### config.mk
export PLATFORM = sky130hd
export DESIGN_NAME = ifetch
export DESIGN_NICKNAME = d
export VERILOG_FILES = /design/src/rtl/ifetch.sv
export SDC_FILE = /design/constraint.sdc
export NUM_CORES = 1
export LEC_CHECK = 0
export CAP_MARGIN = 20
export CELL_PAD_IN_SITES_DETAIL_PLACEMENT = 1
export CELL_PAD_IN_SITES_GLOBAL_PLACEMENT = 2
export CORE_ASPECT_RATIO = 1.25
export CORE_MARGIN = 5
export CORE_UTILIZATION = 28
export DETAILED_ROUTE_END_ITERATION = 10
export PLACE_DENSITY_LB_ADDON = 0.1
export SETUP_SLACK_MARGIN = 0.3
export SLEW_MARGIN = 5
export SYNTH_ARGS = -nofsm -noshare
export SYNTH_HDL_FRONTEND = slang
export SYNTH_SLANG_ARGS = --single-unit
### constraint.sdc
create_clock -name clk -period 5.6 [get_ports clk]
set_input_delay 0.84 -clock clk [delete_from_list [all_inputs] [get_ports clk]]
set_output_delay 0.84 -clock clk [all_outputs]
set_load 0.05 [all_outputs]
### src/rtl/ifetch.sv
// Instruction-fetch stage: owns the PC, drives the synchronous IM, presents one instruction/cycle.
// Optional perf counters enabled by defining FETCH_PERF_EN.
module ifetch #(
    parameter int unsigned           PC_W      = 16,
    parameter int unsigned           INSTR_W   = 17,
    parameter logic [PC_W-1:0]       RESET_PC  = '0,
    parameter logic [INSTR_W-1:0]    NOP_INSTR = '0
) (
    input  logic               clk,
    input  logic               rst_n,
    input  logic               stall_IM_ID,
    input  logic               flow_change_ID_EX,
    input  logic [PC_W-1:0]    dst_ID_EX,
    input  logic               hlt_ID_EX,
    output logic [PC_W-1:0]    im_addr,
    output logic               im_re,
    input  logic [INSTR_W-1:0] im_rdata,
    output logic [INSTR_W-1:0] instr,
    output logic [PC_W-1:0]    pc_IF,
    output logic [PC_W-1:0]    nxt_pc_IF,
    output logic               fetch_vld
`ifdef FETCH_PERF_EN
    ,
    output logic [15:0]        perf_fetch_cnt,
    output logic [15:0]        perf_stall_cnt
`endif
);

    typedef enum logic [1:0] {StBoot, StRun, StHold, StHalt} state_e;

    state_e             state_q, state_d;
    logic [PC_W-1:0]    pc_q, pc_d;
    logic [INSTR_W-1:0] hold_q, hold_d;
    logic [PC_W-1:0]    pc_inc;
    logic               active, take_redir, take_halt, take_stall, take_adv;

    assign pc_inc     = pc_q + 1'b1;
    assign active     = (state_q == StRun) || (state_q == StHold);
    // Priority: redirect > halt > stall > advance.
    assign take_redir = active && flow_change_ID_EX;
    assign take_halt  = active && !flow_change_ID_EX && hlt_ID_EX;
    assign take_stall = active && !flow_change_ID_EX && !hlt_ID_EX && stall_IM_ID;
    assign take_adv   = active && !flow_change_ID_EX && !hlt_ID_EX && !stall_IM_ID;

    always_ff @(posedge clk or negedge rst_n) begin
        if (!rst_n) begin
            state_q <= StBoot;
            pc_q    <= RESET_PC;
            hold_q  <= NOP_INSTR;
        end else begin
            state_q <= state_d;
            pc_q    <= pc_d;
            hold_q  <= hold_d;
        end
    end

    always_comb begin
        state_d = state_q;
        pc_d    = pc_q;
        hold_d  = hold_q;
        case (state_q)
            StBoot: state_d = StRun;
            StRun, StHold: begin
                if (take_redir) begin
                    pc_d    = dst_ID_EX;
                    state_d = StRun;
                end else if (take_halt) begin
                    state_d = StHalt;
                end else if (take_stall) begin
                    if (state_q == StRun) begin
                        hold_d  = im_rdata;
                        state_d = StHold;
                    end
                end else begin
                    pc_d    = pc_inc;
                    state_d = StRun;
                end
            end
            default: state_d = state_q;
        endcase
    end

    always_comb begin
        im_addr   = pc_q;
        im_re     = 1'b0;
        instr     = NOP_INSTR;
        fetch_vld = 1'b0;
        case (state_q)
            StBoot: begin
                im_addr = RESET_PC;
                im_re   = 1'b1;
            end
            StRun, StHold: begin
                fetch_vld = 1'b1;
                instr     = (state_q == StRun) ? im_rdata : hold_q;
                if (take_redir) begin
                    im_addr = dst_ID_EX;
                    im_re   = 1'b1;
                end else if (take_adv) begin
                    im_addr = pc_inc;
                    im_re   = 1'b1;
                end
            end
            default: ;
        endcase
    end

    assign pc_IF     = pc_q;
    assign nxt_pc_IF = pc_inc;

`ifdef FETCH_PERF_EN
    logic [15:0] fetch_cnt_q, stall_cnt_q;
    logic        stall_evt;

    assign stall_evt = (state_q == StHold) || ((state_q == StRun) && (state_d == StHold));

    always_ff @(posedge clk or negedge rst_n) begin
        if (!rst_n) begin
            fetch_cnt_q <= '0;
            stall_cnt_q <= '0;
        end else begin
            if (im_re && (state_q != StBoot) && (fetch_cnt_q != 16'hFFFF)) begin
                fetch_cnt_q <= fetch_cnt_q + 16'd1;
            end
            if (stall_evt && (stall_cnt_q != 16'hFFFF)) begin
                stall_cnt_q <= stall_cnt_q + 16'd1;
            end
        end
    end

    assign perf_fetch_cnt = fetch_cnt_q;
    assign perf_stall_cnt = stall_cnt_q;
`endif

endmodule
Word-level counts from Yosys, hierarchy flattened --
Cells that the tools add are included. W data, S select, Z words.
Word-level totals: bits in registers 35, input bits 38, output and inout port bits 67
Operators by class: add/sub/neg operators 1, eq/ne operators 5, mux-type cells 17, bitwise logic cells 2, reductions and logical operators 16
Operators with widths (number):
- $mux W16 | 5
- $mux W17 | 2
- $pmux W16 S2 | 1
- $add A16 B1 Y16 const B | 1
- $mux W2 | 4
- $logic_and A1 B1 Y1 | 6
- $ne A5 B5 Y1 const B | 1
- $ne A2 B2 Y1 const B | 2
- $pmux W2 S2 | 1
- $reduce_and A4 Y1 | 1
- $logic_not A1 Y1 | 3
- $mux W1 | 3
- $reduce_and A3 Y1 | 1
- $eq A2 B1 Y1 const B | 1
- $eq A2 B2 Y1 const B | 1
- $logic_not A2 Y1 | 1
- $not A1 Y1 | 2
- $pmux W1 S2 | 1
- $reduce_and A2 Y1 | 1
- $reduce_bool A2 Y1 | 1
- $reduce_or A2 Y1 | 1
- $logic_or A1 B1 Y1 | 1

Logic depth before layout (Yosys ltp) --
word-level depth 9, gate-level depth with buffers 8, gate-level depth less buffers 6

Least setup slack after synthesis --
OpenSTA, ideal clock, no wires.
kind register -> output, start register state_q[1], end output port im_addr[10], arrival time 3.761 ns, data required time 4.760 ns, slack 0.999 ns, cell stages (with the launch flop) 7, buffers on the path 1, path through dfrtp_1 > inv_1 > ha_1 > or4b_1 > clkbuf_1 > or2_1 > o311ai_0
Between the ends: longest elaborated chain between the ends 8, elaborated cells on any way between the ends 12, those cells by class 2 x eq/ne; 3 x mux; 7 x reduce/logical
Ends and longest elaborated chain:
- start: declaration | line 31 | state_e state_q, state_d;
- start signal: assignment | line 47 | state_q <= StBoot;
- start signal: assignment | line 51 | state_q <= state_d;
- $eq A2 B1 Y1 or $eq A2 B2 Y1 (tied branches) | line 38, 88
- $logic_or A1 B1 Y1 | line 38 | assign active = (state_q == StRun) || (state_q == StHold);
- $logic_and A1 B1 Y1 (3 in series) | line 43 | assign take_adv = active && !flow_change_ID_EX && !hlt_ID_EX && !stall_IM_ID;
- $mux W16 | line 99 | end else if (take_adv) begin
- $mux W16 | line 96 | if (take_redir) begin
- $pmux W16 S2 (*) | line 88 | case (state_q)
- end: declaration | line 15 | output logic [PC_W-1:0] im_addr,
Every way passes the cells marked *; elsewhere a longest branch is shown, timed or not.

Final worst setup path --
Ends and elaborated chain as after synthesis.

==> flow_summary.json <==
{
  "cts_num_sinks": 35,
  "slew_headroom": 0.399,
  "clk_pin_slew_ps": 60,
  "initial_core_util": 0.285,
  "grt_pass1_wl_um": 16100,
  "syn_area_um2": 2870,
  "hp-start": "hold_q[7]",
  "routed_wl_um": 10100,
  "ys_top_cells_by_count": "35 x dfrtp_1, 31 x nand2_1, 24 x o21ai_0, 23 x mux2i_1, 20 x nor2b_1",
  "yosysMostFrequentCell": "dfrtp_1",
  "synth_top_area_cell": "dfrtp_1",
  "dpl-instance-area_um2": 3950,
  "cp_slowest_stage_delay_ps": 880,
  "pin_count": 105,
  "grt_pass1_vias": 2948,
  "status": "complete, no violations",
  "maxCapViolations": 0,
  "ctsHoldBuffers": 0,
  "worstPathMaxFanout": 32,
  "nets": 459,
  "io_buffers": 104,
  "cts_resized": 0,
  "timing.rr.start": "state_q[1]",
  "start_kind": "flop",
  "worstSkewPairLatency_ps": 280,
  "dieArea_um2": 12400,
  "grt_usage": 0.165,
  "finalHoldViolations": 0,
  "gp_congestion": 0.789,
  "crit_cells": 6,
  "cts_buffers": 5,
  "die-height_um": 123,
  "root_buffer": "clkbuf_16",
  "gr-total-overflow": 0,
  "path_buf_inv": 2,
  "cp_slowest_cell": "ha_1",
  "synth_edf_count": 0,
  "holdPathEnd": "hold_q[7]",
  "n_antenna_cell": 0,
  "drt_iter0_markers": 95,
  "reg2reg_to": "hold_q[11]",
  "vias": 2825,
  "whs_path_depth": 1,
  "tritoncts": "built",
  "coreArea_um2": 10100,
  "rsz0062_at_grt": "false",
  "grt_max_degree": 36,
  "synthCells": 332,
  "worstPathCellList": "inv_1, ha_1, or4b_1, or2_1, o311ai_0, clkdlybuf4s50_1",
  "drt_first_pass_iters": 4,
  "setup_viol": 0,
  "antenna_found_initial": 0,
  "wire_per_inst_um": 18.5,
  "synth_nets": 374,
  "h-tree-depth": 2,
  "core.rowCount": 41,
  "die_x_um": 100,
  "crit_arrival_ps": 3890,
  "post-route-drc-count": 0,
  "ys_ff_latch": 35,
  "hold_path.class": "flop to flop",
  "path_delay_family": "simple AND/OR/NAND/NOR gates",
  "worst-r2r-setup-slack_ps": 2340,
  "yosys.cell_types.count": 53,
  "fmax_mhz": 212,
  "crit_type": "flop to output pin",
  "ant_nets": 0,
  "async_flop_share": 1.00,
  "worst_slew_pin_slew_ps": 901,
  "yosys_warnings": 0,
  "ys_top_cells_by_area": "dfrtp_1 31%, mux2i_1 8.0%, mux2_2 6.7%",
  "place_hpwl_um": 7400,
  "crit_path_end_kind": "output pin",
  "avgSynthCellArea_um2": 8.63,
  "setup_tns_ps": 0,
  "synth_top_area_share": 0.306,
  "clockBufferDepth": 2,
  "layout_worst_path_cycle_share": 0.844,
  "drive_above_1_share": 0.0983,
  "ff2ff_path_depth": 6,
  "period_needed_ps": 4730,
  "final_area_um2": 4110,
  "routed_via_density": 5.17,
  "post_cts_buffers": 0,
  "slew_viol_final": 0,
  "areaGrowthSynthToFinish_pct": 43.4,
  "yosysSeqAreaShare": 0.306,
  "synth_ff_type": "dfrtp_1",
  "required_ps": 4760,
  "skew_ps": 8.92
}
[layer usage]
layer | share of wire | track usage
met5 | 0 | 0
met4 | 0.013 | 0.0455
met3 | 0.052 | 0.0293
met2 | 0.50 | 0.298
met1 | 0.43 | 0.201
[how the worst max path moves through the flow]
stage	startpoint	endpoint	slack (ps)
detailed placement	flow_change_ID_EX	im_addr[11]	1070
floorplan	state_q[1]	im_addr[10]	1000
global placement	hlt_ID_EX	im_addr[8]	1100
CTS	state_q[1]	im_addr[11]	830
finish	state_q[1]	im_addr[10]	870
global route	state_q[1]	im_addr[10]	570
[final cells by class]
| cell class | instances | area [um^2] |
|---|---|---|
| fill | 1226 | 5950 |
| multi-input combinational | 257 | 1810 |
| timing repair buffer | 110 | 1090 |
| sequential | 35 | 876 |
| tap | 129 | 161 |
| clock buffer | 6 | 139 |
| inverter | 8 | 30.0 |
| clock inverter | 1 | 5.00 |
[registers in the layout, indices dropped and copies added (netlist names)]
| register | flops |
|---|---|
| hold_q | 17 |
| pc_IF | 16 |
| state_q | 2 |
[kinds of logic (layout without fill, tap and decap cells)]
kind of cell               count (synthesis)  in the layout  share of synthesized area
adders and majority gates                  4              4                     0.0175
DFF                                       35             35                      0.306
AOI/OAI and AO/OA                         67             67                      0.151
muxes                                     40             40                      0.147
buffers and inverters                     40            125                     0.0629
xor gates and xnor gates                  22             22                     0.0673
and+or+nand+nor                          124            124                      0.249
[cells in the final DEF (no fill, tap or decap), types with 2 or more instances in the layout]
| cell | count |
|---|---|
| a21o_1 | 2 |
| a21oi_1 | 11 |
| a221o_1 | 4 |
| a22oi_1 | 4 |
| a31oi_1 | 3 |
| a32oi_1 | 2 |
| and2_1 | 5 |
| and3_1 | 2 |
| and4_1 | 3 |
| buf_4 | 5 |
| clkbuf_16 | 5 |
| clkdlybuf4s50_1 | 103 |
| dfrtp_1 | 35 |
| ha_1 | 4 |
| inv_1 | 8 |
| mux2_2 | 17 |
| mux2i_1 | 23 |
| nand2_1 | 31 |
| nand2b_1 | 4 |
| nand3_1 | 7 |
| nand4_1 | 8 |
| nor2_1 | 11 |
| nor2b_1 | 20 |
| nor3_1 | 10 |
| nor3b_1 | 5 |
| nor4_1 | 3 |
| o21a_1 | 3 |
| o21ai_0 | 24 |
| o22ai_1 | 3 |
| o311ai_0 | 4 |
| o31ai_1 | 2 |
| or2_2 | 2 |
| or3_1 | 2 |
| or4_1 | 2 |
| xnor2_1 | 14 |
| xor2_1 | 8 |
[through the flow]
stage	hold slack, ps	std cells	util	setup WS, ps
floorplan	479	332	-	999
global placement	485	538	0.393	1100
detailed placement	492	538	0.393	1070
CTS	505	545	0.407	827
global route	520	546	0.409	570
finish	501	546	0.409	872
[worst register-to-register path, delay by kind of cell, from the launching register on]
kind | cells | cell delay [ps]
buf+inv | 1 | 80
fa+ha+maj | 1 | 880
simple gates | 3 | 1330
mux | 1 | 470
flops | 1 | 380
Power is left out: the tool's default activity adds up to more than one toggle a clock period on the data nets, which glitch-free logic cannot reach.
